### config.mk
export PLATFORM = sky130hd
export DESIGN_NAME = bwt_mem_req_arbiter_flat
export DESIGN_NICKNAME = d
export VERILOG_FILES = /design/src/rtl/bwt_mem_req_arbiter_if.sv /design/src/rtl/bwt_mem_req_arbiter.sv /design/src/flat_wrapper.sv
export SDC_FILE = /design/constraint.sdc
export NUM_CORES = 1
export LEC_CHECK = 0
export ABC_AREA = 0
export CORE_AREA = 4 4 184 186
export CTS_CLUSTER_DIAMETER = 30
export CTS_CLUSTER_SIZE = 8
export DETAILED_ROUTE_END_ITERATION = 10
export DIE_AREA = 0 0 188 190
export SETUP_SLACK_MARGIN = 0.5
export SYNTH_ARGS = -nofsm -noshare
export SYNTH_HDL_FRONTEND = slang
export SYNTH_SLANG_ARGS = --single-unit
export TNS_END_PERCENT = 10
### constraint.sdc
create_clock -name clk -period 3.4 [get_ports clk]
set_clock_uncertainty 0.2 [all_clocks]
set_input_delay 0.34 -clock clk [delete_from_list [all_inputs] [get_ports clk]]
set_output_delay 0.34 -clock clk [all_outputs]
set_load 0.02 [all_outputs]
### src/rtl/bwt_mem_req_arbiter_if.sv
// Memory request bus between the lane arbiter and the BWT occurrence memory/cache port.
interface bwt_mem_req_arbiter_if #(
    parameter int ADDR_W = 42,
    parameter int LANE_W = 2,
    parameter int RN_W   = 10
);
    logic              mem_req_valid;
    logic              mem_req_ready;
    logic [ADDR_W-1:0] mem_req_addr;
    logic [LANE_W-1:0] mem_req_lane;
    logic [RN_W-1:0]   mem_req_rn;
    logic              mem_req_kl;
    logic              mem_req_both;

    modport master (
        output mem_req_valid, mem_req_addr, mem_req_lane, mem_req_rn, mem_req_kl, mem_req_both,
        input  mem_req_ready
    );

    modport slave (
        input  mem_req_valid, mem_req_addr, mem_req_lane, mem_req_rn, mem_req_kl, mem_req_both,
        output mem_req_ready
    );
endinterface

### src/rtl/bwt_mem_req_arbiter.sv
// Round-robin arbiter sharing one BWT occurrence memory request port between
// backward-extension lanes; issues k then l line beats, merged when they coincide.
module bwt_mem_req_arbiter #(
    parameter int N_LANE = 4,
    parameter int LANE_W = 2,
    parameter int ADDR_W = 42,
    parameter int RN_W   = 10
) (
    input  logic                     clk,
    input  logic                     rst,
    input  logic [N_LANE-1:0]        lane_req_valid,
    input  logic [N_LANE*ADDR_W-1:0] lane_addr_k,
    input  logic [N_LANE*ADDR_W-1:0] lane_addr_l,
    input  logic [N_LANE*RN_W-1:0]   lane_read_num,
    output logic [N_LANE-1:0]        lane_stall,
    bwt_mem_req_arbiter_if.master    mem,
    output logic [31:0]              beat_count
);

    typedef enum logic [1:0] {
        IDLE    = 2'd0,
        ISSUE_K = 2'd1,
        ISSUE_L = 2'd2
    } state_t;

    state_t            state, state_nxt;
    logic [LANE_W-1:0] last;
    logic [ADDR_W-1:0] cap_l;

    logic              q_valid, q_kl, q_both;
    logic [ADDR_W-1:0] q_addr;
    logic [LANE_W-1:0] q_lane;
    logic [RN_W-1:0]   q_rn;

    logic              n_valid, n_kl, n_both;
    logic [ADDR_W-1:0] n_addr;
    logic [LANE_W-1:0] n_lane;
    logic [RN_W-1:0]   n_rn;
    logic              load_cap;

    logic              grant_found;
    logic [LANE_W-1:0] grant, idx;
    logic [ADDR_W-1:0] sel_k, sel_l;
    logic [RN_W-1:0]   sel_rn;
    logic              last_beat;
    logic [N_LANE-1:0] done;

    // Search starts just past the last granted lane so every lane gets a turn.
    always_comb begin
        grant_found = 1'b0;
        grant       = '0;
        idx         = '0;
        for (int unsigned i = 1; i <= N_LANE; i++) begin
            idx = LANE_W'(32'(last) + i);
            if (!grant_found && lane_req_valid[idx]) begin
                grant_found = 1'b1;
                grant       = idx;
            end
        end
    end

    always_comb begin
        sel_k  = '0;
        sel_l  = '0;
        sel_rn = '0;
        for (int unsigned i = 0; i < N_LANE; i++) begin
            if (grant == LANE_W'(i)) begin
                sel_k  = lane_addr_k[i*ADDR_W +: ADDR_W];
                sel_l  = lane_addr_l[i*ADDR_W +: ADDR_W];
                sel_rn = lane_read_num[i*RN_W +: RN_W];
            end
        end
    end

    always_comb begin
        state_nxt = state;
        n_valid   = q_valid;
        n_addr    = q_addr;
        n_lane    = q_lane;
        n_rn      = q_rn;
        n_kl      = q_kl;
        n_both    = q_both;
        load_cap  = 1'b0;
        case (state)
            IDLE: begin
                if (grant_found) begin
                    state_nxt = ISSUE_K;
                    load_cap  = 1'b1;
                    n_valid   = 1'b1;
                    n_addr    = sel_k;
                    n_lane    = grant;
                    n_rn      = sel_rn;
                    n_kl      = 1'b0;
                    n_both    = (sel_k == sel_l);
                end
            end
            ISSUE_K: begin
                if (mem.mem_req_ready) begin
                    if (q_both) begin
                        state_nxt = IDLE;
                        n_valid   = 1'b0;
                        n_addr    = '0;
                        n_lane    = '0;
                        n_rn      = '0;
                        n_kl      = 1'b0;
                        n_both    = 1'b0;
                    end else begin
                        state_nxt = ISSUE_L;
                        n_addr    = cap_l;
                        n_kl      = 1'b1;
                        n_both    = 1'b0;
                    end
                end
            end
            ISSUE_L: begin
                if (mem.mem_req_ready) begin
                    state_nxt = IDLE;
                    n_valid   = 1'b0;
                    n_addr    = '0;
                    n_lane    = '0;
                    n_rn      = '0;
                    n_kl      = 1'b0;
                    n_both    = 1'b0;
                end
            end
            default: begin
                state_nxt = IDLE;
                n_valid   = 1'b0;
                n_addr    = '0;
                n_lane    = '0;
                n_rn      = '0;
                n_kl      = 1'b0;
                n_both    = 1'b0;
            end
        endcase
    end

    always_ff @(posedge clk) begin
        if (!rst) begin
            state <= IDLE;
        end else begin
            state <= state_nxt;
        end
    end

    always_ff @(posedge clk) begin
        if (!rst) begin
            q_valid    <= 1'b0;
            q_addr     <= '0;
            q_lane     <= '0;
            q_rn       <= '0;
            q_kl       <= 1'b0;
            q_both     <= 1'b0;
            cap_l      <= '0;
            last       <= LANE_W'(N_LANE - 1);
            beat_count <= '0;
        end else begin
            q_valid <= n_valid;
            q_addr  <= n_addr;
            q_lane  <= n_lane;
            q_rn    <= n_rn;
            q_kl    <= n_kl;
            q_both  <= n_both;
            if (load_cap) begin
                cap_l <= sel_l;
                last  <= grant;
            end
            if (q_valid && mem.mem_req_ready) begin
                beat_count <= beat_count + 32'd1;
            end
        end
    end

    // A reset edge discards the in-flight beat, so the lane must not be released on it.
    assign last_beat = rst && mem.mem_req_ready &&
                       (((state == ISSUE_K) && q_both) || (state == ISSUE_L));

    always_comb begin
        done = '0;
        for (int unsigned i = 0; i < N_LANE; i++) begin
            done[i] = last_beat && (q_lane == LANE_W'(i));
        end
    end

    assign lane_stall = lane_req_valid & ~done;

    assign mem.mem_req_valid = q_valid;
    assign mem.mem_req_addr  = q_addr;
    assign mem.mem_req_lane  = q_lane;
    assign mem.mem_req_rn    = q_rn;
    assign mem.mem_req_kl    = q_kl;
    assign mem.mem_req_both  = q_both;

endmodule
### src/flat_wrapper.sv
// flat-port wrapper written by rule: the top's interface ports become plain ports
module bwt_mem_req_arbiter_flat 
#(
    parameter int N_LANE = 4,
    parameter int LANE_W = 2,
    parameter int ADDR_W = 42,
    parameter int RN_W   = 10
)
  (clk, rst, lane_req_valid, lane_addr_k, lane_addr_l, lane_read_num, lane_stall, beat_count, mem_mem_req_valid, mem_mem_req_addr, mem_mem_req_lane, mem_mem_req_rn, mem_mem_req_kl, mem_mem_req_both, mem_mem_req_ready);
  bwt_mem_req_arbiter_if #(.ADDR_W(ADDR_W), .LANE_W(LANE_W), .RN_W(RN_W)) mem_i ();
  input  logic clk;
  input  logic rst;
  input  logic [N_LANE-1:0] lane_req_valid;
  input  logic [N_LANE*ADDR_W-1:0] lane_addr_k;
  input  logic [N_LANE*ADDR_W-1:0] lane_addr_l;
  input  logic [N_LANE*RN_W-1:0] lane_read_num;
  output logic [N_LANE-1:0] lane_stall;
  output logic [31:0] beat_count;
  output wire logic [$bits(mem_i.mem_req_valid)-1:0] mem_mem_req_valid;
  output wire logic [$bits(mem_i.mem_req_addr)-1:0] mem_mem_req_addr;
  output wire logic [$bits(mem_i.mem_req_lane)-1:0] mem_mem_req_lane;
  output wire logic [$bits(mem_i.mem_req_rn)-1:0] mem_mem_req_rn;
  output wire logic [$bits(mem_i.mem_req_kl)-1:0] mem_mem_req_kl;
  output wire logic [$bits(mem_i.mem_req_both)-1:0] mem_mem_req_both;
  input wire logic [$bits(mem_i.mem_req_ready)-1:0] mem_mem_req_ready;
  assign mem_mem_req_valid = mem_i.mem_req_valid;
  assign mem_mem_req_addr = mem_i.mem_req_addr;
  assign mem_mem_req_lane = mem_i.mem_req_lane;
  assign mem_mem_req_rn = mem_i.mem_req_rn;
  assign mem_mem_req_kl = mem_i.mem_req_kl;
  assign mem_mem_req_both = mem_i.mem_req_both;
  assign mem_i.mem_req_ready = mem_mem_req_ready;
  bwt_mem_req_arbiter #(.N_LANE(N_LANE), .LANE_W(LANE_W), .ADDR_W(ADDR_W), .RN_W(RN_W)) u_core (.clk(clk), .rst(rst), .lane_req_valid(lane_req_valid), .lane_addr_k(lane_addr_k), .lane_addr_l(lane_addr_l), .lane_read_num(lane_read_num), .lane_stall(lane_stall), .mem(mem_i), .beat_count(beat_count));
endmodule
==> metrics.cfg <==
[outcome]
status=finished clean

[yosys]
syn_avg_cell_area_um2=7.99
ys_ff_latch=135
synthXorXnorAreaFrac=0.0672
synthSimpleGateAreaFrac=0.225
synthMuxAreaShare=0.173
yosys.area_share.adder=0.00549
synthCells=1142
synth_top_family_by_area=simple AND/OR/NAND/NOR gates
syn-num-nets=1529
synth_edf_count=0
ys.flop_type=dfxtp_1
ys_seq_area_frac=0.296
ys_types=45
synth_area_um2=9120
async_reset_ff_frac=0
ys_warn_count=0
synth_compound_area_frac=0.180

[placed_design]
hpwl_mm=31.9
gp_congestion=0.851
port_buffers=475
place_ws_ps=-320

[sta]
hold_viol=0
setup_viol=0
worstMarginPinSlew_ps=1060
slew_headroom=0.292
fmax_mhz=330
rsz0062_at_grt=yes
setup_ws_ps=365
drv_slew=0
tns_ps=0
period_share=0.893
period_needed_ps=3030

[layout]
mostFrequentLayoutCell=clkdlybuf4s50_1
nets=2037
final_cell_mix=472 x clkdlybuf4s50_1, 246 x nand2_1, 150 x mux2i_1
syn_to_final_growth_pct=72.7
postLayoutCoreUtil=0.488
fillers=3104
multiInputGateArea_um2=6050
diodes=0
final-seq-area_um2=2700
drive_gt1_frac=0.102

[setup_path]
rrSetupSlack_ps=400
required_ps=3520
startpoint_type=input pin
worstSetupPathType=in -> reg
r2r_start=u_core.last[1]$_SDFFE_PN1P_
cp_max_fo=28
crit_path_start=lane_req_valid[2]
cp.arrival_ps=3160
end_kind=register

[detailed_routing]
drc=0
drt_pre_antenna_iters=5
vias_per_cell=4.83
vias=10200
wl_mm=40.6
routed-wl-met2_mm=20.4
routed.top_layer=met4
wl_met1_mm=17.3
wire_per_inst_um=19.3
drt-initial-drc-count=557
routed-wl-met3_mm=2.10
antenna_left=0

[global_route]
globalRouteTotalUtil=0.216
grt_max_degree=121
grt_pass1_vias=10500
grt_pass1_wl_mm=60.9
antenna_found_initial=0
gr-total-overflow=0

[clocking]
clkTransAtPathRegs_ps=60
clock_sinks=135
clockBufferDepth=2
cts_tree=yes
cts_root_buf=clkbuf_16
clock_latency_ps=410
h-tree-depth=4
numCtsBuffers=17

[power]
p_leak_uw=0.00654
peakVddDrop_mv=0.404
power.density_nw_per_um2=658

[floorplanning]
die_width_um=188
core_um2=32300
rows=66
start_util=0.283
die_y_um=190
io_pins=476
dieArea_um2=35700

[min_path]
hold_path_startpoint=u_core.mem.mem_req_rn[3]$_SDFFE_PN0P_
hp-class=reg -> reg

[run]
drv_cap=0

where the power goes:
part	total [µW]	internal, µW	switching [µW]
Clock	1830	1050	786
Sequential	2220	1990	230
Combinational	6300	3000	3300
Total	10400	6050	4320
metrics by stage:
stage,power [µW],hold WS [ps],cell area (µm²),cells
2_1_floorplan,5640,244,9120,1142
3_3_place_gp,8330,249,15000,2065
3_5_place_dp,8400,253,15000,2065
4_1_cts,10500,268,15700,2105
5_1_grt,11000,278,15800,2105
6_report,10400,266,15800,2105
routing by layer:
layer  track usage  vias to the layer above
met5             0                        -
met4        0.0624                        0
met3        0.0417                       41
met2         0.384                      347
met1         0.264                     4769
li1              -                     5009
synth_stat cells (6+ instances only):
library cell  instances  area, µm²
nand2_1             246        923
mux2i_1             156       1560
dfxtp_1             135       2700
and2_1               75        469
a22oi_1              62        465
a21oi_1              57        285
xnor2_1              54        473
o21ai_0              51        255
clkbuf_1             47        176
nand3_1              32        160
a21boi_0             26        195
nor2b_1              23        144
buf_2                17       85.1
and3_1               16        100
xor2_1               16        140
nand4_1              12       75.1
a31oi_1              11       68.8
a32o_1               10        100
buf_4                 9       67.6
buf_6                 9        101
buf_1                 8       30.0
nor4_1                7       43.8
a22o_1                6       52.6
inv_1                 6       22.5
nor2_1                6       22.5
path summary, 6_finish.rpt:
check,to,depth (start not counted)
hold / removal,u_core.mem.mem_req_rn[3]$_SDFFE_PN0P_,1
setup reg to reg,u_core.mem.mem_req_both$_SDFFE_PN0P_,13
setup / recovery,u_core.mem.mem_req_both$_SDFFE_PN0P_,12
hold reg to reg,u_core.mem.mem_req_rn[3]$_SDFFE_PN0P_,1
critical path, stage by stage:
cell             delay, ps
clkdlybuf4s50_1        560
nand2b_1                90
a21oi_2                240
o211a_4                220
buf_12                 190
buf_4                  200
mux2i_1                320
xnor2_1                150
nand2_1                220
nor4_2                 240
nand4_1                160
o31ai_2                190
what timing repair did:
item,4_1_cts,5_1_grt
buffers inserted,5,0
pin swaps,10,2
endpoints found under the hold margin,1,0
gates resized for setup,21,2
endpoints found under the setup margin,1,8
hold buffers,1,0
cloned,2,0
logic make-up (layout without fill, tap and decap cells):
family,Yosys count,after routing
AND/OR/NAND/NOR,435,435
AO/OA/AOI/OAI,245,245
multiplexers,157,157
flip-flops,135,135
buffers and inverters,96,617
XOR/XNOR,70,70
adder cells (fa/ha/maj),4,4
flip-flops by register name, indices dropped and copies added (netlist names), 2 cells and up:
register                 cells
u_core.last                  2
u_core.cap_l                42
u_core.mem.mem_req_addr     42
u_core.state                 2
u_core.beat_count           32
u_core.mem.mem_req_rn       10
u_core.mem.mem_req_lane      2
area by class of cell:
type | instances | share of cell area
well taps | 442 | 0.0351
repair buffers | 579 | 0.371
clock buffers | 18 | 0.0279
inverters | 6 | 0.00143
multi-input cells | 911 | 0.384
clock inverters | 14 | 0.00874
flip-flops and latches | 135 | 0.172
Note: power is estimated with default switching activity, not from simulation.
